### config.mk
export PLATFORM = sky130hd
export DESIGN_NAME = i2s_rx_mono24_flat
export DESIGN_NICKNAME = d
export VERILOG_FILES = /design/src/rtl/i2s_rx_mono24_if.sv /design/src/rtl/i2s_rx_mono24.sv /design/src/flat_wrapper.sv
export SDC_FILE = /design/constraint.sdc
export NUM_CORES = 1
export LEC_CHECK = 0
export ABC_AREA = 1
export CELL_PAD_IN_SITES_DETAIL_PLACEMENT = 0
export CELL_PAD_IN_SITES_GLOBAL_PLACEMENT = 2
export CORE_UTILIZATION = 34
export CTS_CLUSTER_SIZE = 25
export DETAILED_ROUTE_END_ITERATION = 7
export PLACE_DENSITY = 0.79
export SLEW_MARGIN = 20
export SYNTH_ARGS = -nofsm -noshare
export SYNTH_HDL_FRONTEND = slang
export SYNTH_SLANG_ARGS = --single-unit
### constraint.sdc
create_clock -name clk -period 2.2 [get_ports clk]
set_clock_uncertainty 0.2 [all_clocks]
set_input_delay 0.44 -clock clk [delete_from_list [all_inputs] [get_ports clk]]
set_output_delay 0.44 -clock clk [all_outputs]
set_load 0.02 [all_outputs]
### src/rtl/i2s_rx_mono24_if.sv
// i2s_rx_mono24_if: I2S pin bundle in, captured mono sample out.
interface i2s_rx_mono24_if #(
  parameter int DATA_W = 24
);
  logic i2s_bclk;
  logic i2s_lrck;
  logic i2s_sdata;
  logic signed [DATA_W-1:0] dout;
  logic dout_valid;
  logic frame_err;
  modport master (
    output i2s_bclk, i2s_lrck, i2s_sdata,
    input  dout, dout_valid, frame_err
  );
  modport slave (
    input  i2s_bclk, i2s_lrck, i2s_sdata,
    output dout, dout_valid, frame_err
  );
endinterface

### src/rtl/i2s_rx_mono24.sv
// i2s_rx_mono24: oversampled Philips I2S receiver emitting one channel as signed DATA_W-bit samples.
module i2s_rx_mono24 #(
  parameter int DATA_W      = 24,
  parameter int CHANNEL     = 0,
  parameter int SYNC_STAGES = 2
) (
  input logic            clk,
  input logic            reset_n,
  i2s_rx_mono24_if.slave bus
);
  localparam int CW = $clog2(DATA_W + 1);
  typedef enum logic [1:0] {IDLE, SKIP, SHIFT, DONE} state_t;
  state_t                   r_state;
  logic [SYNC_STAGES-1:0]   r_bclk_sync, r_lrck_sync, r_sdata_sync;
  logic                     r_bclk_prev, r_rise, r_lrck_q, r_sdata_q, r_lrck_prev;
  logic [DATA_W-2:0]        r_shift;
  logic [CW-1:0]            r_cnt;
  logic signed [DATA_W-1:0] r_dout;
  logic                     r_valid, r_err;
  logic                     w_edge, w_last;
  logic [DATA_W-1:0]        w_next;
  assign w_edge = r_lrck_q != r_lrck_prev;
  assign w_last = r_cnt == CW'(DATA_W - 1);
  assign w_next = {r_shift, r_sdata_q};
  // lrck/sdata are re-registered alongside r_rise so all three stay aligned
  always_ff @(posedge clk or negedge reset_n)
    if (!reset_n) begin
      r_bclk_sync  <= '0;
      r_lrck_sync  <= '0;
      r_sdata_sync <= '0;
      r_bclk_prev  <= 1'b0;
      r_rise       <= 1'b0;
      r_lrck_q     <= 1'b0;
      r_sdata_q    <= 1'b0;
      r_lrck_prev  <= 1'b0;
      r_shift      <= '0;
      r_cnt        <= '0;
      r_dout       <= '0;
      r_valid      <= 1'b0;
      r_err        <= 1'b0;
      r_state      <= IDLE;
    end else begin
      r_bclk_sync  <= {r_bclk_sync[SYNC_STAGES-2:0], bus.i2s_bclk};
      r_lrck_sync  <= {r_lrck_sync[SYNC_STAGES-2:0], bus.i2s_lrck};
      r_sdata_sync <= {r_sdata_sync[SYNC_STAGES-2:0], bus.i2s_sdata};
      r_bclk_prev  <= r_bclk_sync[SYNC_STAGES-1];
      r_rise       <= r_bclk_sync[SYNC_STAGES-1] & ~r_bclk_prev;
      r_lrck_q     <= r_lrck_sync[SYNC_STAGES-1];
      r_sdata_q    <= r_sdata_sync[SYNC_STAGES-1];
      r_valid      <= 1'b0;
      r_err        <= 1'b0;
      if (r_rise) begin
        r_lrck_prev <= r_lrck_q;
        case (r_state)
          IDLE: if (w_edge) r_state <= SKIP;
          // SKIP is entered on the delay-slot bit, so the next bit is the MSB
          SKIP:
            if (w_edge) r_err <= 1'b1;
            else begin
              r_shift <= w_next[DATA_W-2:0];
              r_cnt   <= CW'(1);
              r_state <= SHIFT;
            end
          SHIFT:
            if (w_edge) begin
              r_err   <= 1'b1;
              r_state <= SKIP;
            end else begin
              r_shift <= w_next[DATA_W-2:0];
              r_cnt   <= r_cnt + 1'b1;
              if (w_last) begin
                r_state <= DONE;
                if (r_lrck_q == CHANNEL[0]) begin
                  r_dout  <= w_next;
                  r_valid <= 1'b1;
                end
              end
            end
          DONE: if (w_edge) r_state <= SKIP;
        endcase
      end
    end
  assign bus.dout       = r_dout;
  assign bus.dout_valid = r_valid;
  assign bus.frame_err  = r_err;
endmodule

### src/flat_wrapper.sv
// flat-port wrapper written by rule: the top's interface ports become plain ports
module i2s_rx_mono24_flat 
#(
  parameter int DATA_W      = 24,
  parameter int CHANNEL     = 0,
  parameter int SYNC_STAGES = 2
)
  (clk, reset_n, bus_i2s_bclk, bus_i2s_lrck, bus_i2s_sdata, bus_dout, bus_dout_valid, bus_frame_err);
  i2s_rx_mono24_if #(.DATA_W(DATA_W)) bus_i ();
  input logic clk;
  input logic reset_n;
  input wire logic [$bits(bus_i.i2s_bclk)-1:0] bus_i2s_bclk;
  input wire logic [$bits(bus_i.i2s_lrck)-1:0] bus_i2s_lrck;
  input wire logic [$bits(bus_i.i2s_sdata)-1:0] bus_i2s_sdata;
  output wire logic [$bits(bus_i.dout)-1:0] bus_dout;
  output wire logic [$bits(bus_i.dout_valid)-1:0] bus_dout_valid;
  output wire logic [$bits(bus_i.frame_err)-1:0] bus_frame_err;
  assign bus_i.i2s_bclk = bus_i2s_bclk;
  assign bus_i.i2s_lrck = bus_i2s_lrck;
  assign bus_i.i2s_sdata = bus_i2s_sdata;
  assign bus_dout = bus_i.dout;
  assign bus_dout_valid = bus_i.dout_valid;
  assign bus_frame_err = bus_i.frame_err;
  i2s_rx_mono24 #(.DATA_W(DATA_W), .CHANNEL(CHANNEL), .SYNC_STAGES(SYNC_STAGES)) u_core (.clk(clk), .reset_n(reset_n), .bus(bus_i));
endmodule
Word-level counts from Yosys, hierarchy flattened:

Index checks and enable logic that the tools add are counted.

* register bits: 67
* input bits: 5
* output and inout bits: 26
* logic and storage cells: 52

* $add $sub $neg: 1
* equality and inequality tests: 9
* muxes and demuxes: 16
* bitwise operators: 4
* reduce and logical (&&, ||, !) cells: 8

Operators by type and width (count)
* $mux 5: 2
* $pmux 5 s2: 1
* $mux 1: 8
* $mux 2: 4
* $reduce_and 4->1: 2
* $pmux 2 s3: 1
* $add 5x1->5 const B: 1
* $eq 5x5->1 const B: 1
* $reduce_and 5->1: 1
* $eq 2x2->1 const B: 2
* $ne 2x2->1 const B: 2
* $reduce_or 2->1: 2
* $ne 3x1->1 const B: 1
* $not 1->1: 3
* $reduce_and 3->1: 1
* $eq 2x1->1 const B: 1
* $logic_not 2->1: 1
* $ne 2x1->1 const B: 1
* $reduce_bool 2->1: 1
* $and 1x1->1: 1
* $ne 1x1->1: 1

Logic depth before layout (Yosys ltp):

* depth after elaboration: 5
* mapped depth: 9
* gate-level depth less buffers: 9

Worst setup path after synthesis:

OpenSTA, ideal clock, no wires.

* path type: reg-to-reg
* start: register u_core.r_state[0]
* end: register u_core.r_shift[14]
* library setup time: 0.117 ns
* arrival time: 1.323 ns
* data required time: 1.883 ns
* slack: 0.561 ns
* stages on the path, launching flop included: 8
* buffers on the path: 1
* period minus slack after synthesis: 1.639 ns
* cell sequence: dfrtp_1 -> inv_1 -> ha_1 -> nor2_1 -> nand2_1 -> buf_2 -> nand2_1 -> nand2_1

* cells in the longest elaborated chain, start to end: 3

Ends and longest elaborated chain
* from (decl): RTL line i2s_rx_mono24.sv:13 `state_t r_state;`
* from (signal assigned): RTL line i2s_rx_mono24.sv:41 `r_state <= IDLE;`
* from (signal assigned): RTL line i2s_rx_mono24.sv:55 `IDLE: if (w_edge) r_state <= SKIP;`
* from (signal assigned): RTL line i2s_rx_mono24.sv:62 `r_state <= SHIFT;`
* $eq 2x1->1 or $eq 2x2->1 (tied branches): RTL line i2s_rx_mono24.sv:54 `case (r_state)`
* $reduce_or 2->1 (no line) (*)
* $reduce_and 3->1 (no line) (*)
* to (signal assigned): RTL line i2s_rx_mono24.sv:60 `r_shift <= w_next[DATA_W-2:0];`
* to (signal assigned): RTL line i2s_rx_mono24.sv:69 `r_shift <= w_next[DATA_W-2:0];`
* to (decl): RTL line i2s_rx_mono24.sv:16 `logic [DATA_W-2:0] r_shift;`

Mark *: on every way between the ends. The rest lies on a longest branch, timed or not.
A chain may end at the register's enable or synchronous reset.

Final worst setup path:

* start: register u_core.r_dout[19] (netlist: u_core.bus.dout[19])
* end: output bus_dout[19]

RTL lines
* from (decl): RTL line i2s_rx_mono24.sv:18 `logic signed [DATA_W-1:0] r_dout;`
* from (signal assigned): RTL line i2s_rx_mono24.sv:74 `r_dout <= w_next;`
* to (decl): RTL line flat_wrapper.sv:15 `output wire logic [$bits(bus_i.dout)-1:0] bus_dout;`

No word-level cell between the ends.

==> qor.txt <==
Routed Antenna Nets = 0
Pwr Density = 942.8 nW/um^2
RSZ-0062 raised after global routing = false
initial DRC count = 124
critical path type = reg2out
area growth from synthesis to layout = 23.99%
fraction of layout cells with a size suffix above 1 = 7.831%
placed cell count = 417
Yosys top cell area share = 61.69%
final worst path period share = 89.21%
Multi-input gate area = 870.8 sq um
final hold violation count = 0
commonest non-fill, non-tap cell in the layout = nand2_1
CP bufs+invs = 1
largest net degree at the start of global routing = 26
Die H = 91.41 microns
antenna violations before repair = 0
CP delay by family, top = buffers and inverters
worst vdd ir = 0.3669 mV
most frequent cells in the layout = 114 x nand2_1, 67 x dfrtp_1, 50 x nand3_1
first-pass GRT wire length = 9.515 mm
Finished Layout Cells = 434
vias in the first global route = 2012
P_leak = 1.782 nW
clk_lat worst skew = 0.34 ns
slew of the pin with the lowest slew margin = 0.5626 ns
xor/xnor cell area share of the yosys netlist = 0%
WP data arrival = 1.32 ns
critical-path cell list = clkdlybuf4s50_1
die width = 91.41 microns
Max H-tree Level = 3
CP Launch Type = register
DIE AREA = 8355 sq um
input/output buffers = 30
relative slew slack = 62.49%
status = completed
Detailed Route WL = 5.277 mm
post-layout min period = 1.963 ns
Worst Hold Class = reg2reg
row count = 32
DR vias/cell = 4.627
CP max FO = 2
area of the core = 7727 sq um
power after layout = 3.177 mW
CTS tree = built
Synth Register Bits = 67
io pins = 31
grt total ovfl = 0
syn_area_per_cell = 9.307 sq um
Nets = 337
FF+latch area = 1677 sq um
CP peak stage delay = 0.61 ns
mux contribution to synthesized area = 0%
hpwl dp = 3.416 mm
sequential share of the synthesized area = 61.69%
DRC violations left = 0
clk root buf = clkbuf_8
pre-CTS setup slack = 0.3600 ns
Synth Area in Adders = 2.302%
Avg WL per Cell = 12.16 microns
antenna cells = 0
warnings from Yosys = 0
CTS clock-pin slew for the worst setup and hold paths = 0.07 ns
GRT Util Overall = 14.85%
CP max-delay cell = clkdlybuf4s50_1
fillcell total = 758
Post-CTS Resized = 0
Crit. End Element = output port
Compound-Gate Fraction of Synth Area = 1.289%
via count = 2008
simple-gate share of the synthesized area = 28.45%
Initial Util = 35.17%
total CTS buffers = 9
setup_tns = 0 ns
syn nets = 302
required time of the critical path = 1.56 ns
Slew Viols, Final = 0
Post-Syn Area = 2718 sq um
Max-Cap Viols = 0
drt pass-1 iters = 4
Mapped Cells = 292
Post-CTS Repair Setup Buffers = 0
largest family of logic cells by synthesized area = simple AND/OR/NAND/NOR gates
distinct cell type count after synthesis = 19
# setup viols final = 0
maximum clock path buffer count = 2
fmax = 509.5 MHz
Synth area leader = dfrtp_1
placer congestion estimate = 0.7553
synth top area cells = dfrtp_1 62%, nand2_1 16%, nand3_1 9.2%, ha_1 2.3%, inv_1 2.1%
CTS sink cnt = 67
Worst Slack Setup Final = 0.2373 ns
[through the flow]
stage / cell area (sq um) / utilization (%) / hold WS [ns]
floorplan: 2718 / - / -0.05559
global placement: 3117 / 40.33 / 0.1342
detailed placement: 3117 / 40.33 / 0.1347
CTS: 3369 / 43.60 / 0.1521
global route: 3369 / 43.60 / 0.1614
finish: 3369 / 43.60 / 0.1477
[report_power, final]
part	switching [mW]	internal [mW]	leakage, nW
combinational	0.287	0.161	0.767
sequential	0.116	1.37	0.898
clock	0.456	0.785	0.117
[routing by layer]
metal	up-vias	part of all wire, %	track usage [%]
li1	1002	-	-
met3	9	3.5	3.518
met2	44	46	22.74
met1	953	49	19.40
met4	0	1.8	7.937
met5	-	0	0
[synth_stat cells]
master	n
clkinv_2	1
nand2_1	114
nand4_1	2
buf_6	4
and3_1	1
ha_1	5
clkbuf_1	3
o21ai_0	5
nor3_1	2
buf_2	3
dfrtp_1	67
nand2_4	1
a21oi_1	2
buf_4	5
inv_1	15
nand3_1	50
nor2_1	9
nand3b_1	2
nor2_2	1
[flip-flops by register name, indices dropped and copies added, names as in the netlist, 2 cells and up]
name	cells
u_core.r_cnt	5
u_core.r_sdata_sync	2
u_core.r_bclk_sync	2
u_core.r_lrck_sync	2
u_core.bus.dout	24
u_core.r_shift	23
u_core.r_state	2
[cell type report]
type | count | share of cell area (%)
multi-input combinational | 194 | 25.84
clock buffer | 12 | 4.307
clock inverter | 4 | 2.896
tap | 102 | 3.788
sequential | 67 | 49.76
inverter | 16 | 1.820
timing repair buffer | 39 | 11.59
[kinds of logic (layout without fill, tap and decap cells)]
group	Yosys count	in the layout
DFF	67	67
AOI/OAI and AO/OA	7	7
and+or+nand+nor	182	182
buffers and inverters	31	71
adders and majority gates	5	5
[repair_timing]
action                                  in CTS  in global routing
hold buffers                                 1                  0
endpoints found under the setup margin       0                  0
endpoints found under the hold margin       20                  0
[worst register-to-register path: cells and delay by family, from the launching register on]
family / cells / cell delay, ns
adder cells (fa/ha/maj): 1 / 0.25
AND/OR/NAND/NOR: 5 / 0.64
buffers and inverters: 2 / 0.25
flip-flops: 1 / 0.41
[final timing paths]
path	from	to	slack [ns]	cells after the start
min in group asynchronous	reset_n	u_core.bus.frame_err	0.43	2
worst min-delay path	u_core.r_lrck_sync[0]	u_core.r_lrck_sync[1]	0.15	0
max in group asynchronous	reset_n	u_core.bus.dout[6]	0.85	3
worst max register to register	u_core.r_cnt[0]	u_core.bus.dout[10]	0.39	8
worst min register to register	u_core.r_lrck_sync[0]	u_core.r_lrck_sync[1]	0.15	0
worst max-delay path	u_core.bus.dout[19]	bus_dout[19]	0.24	1
Note: power is estimated with default switching activity, not from simulation.
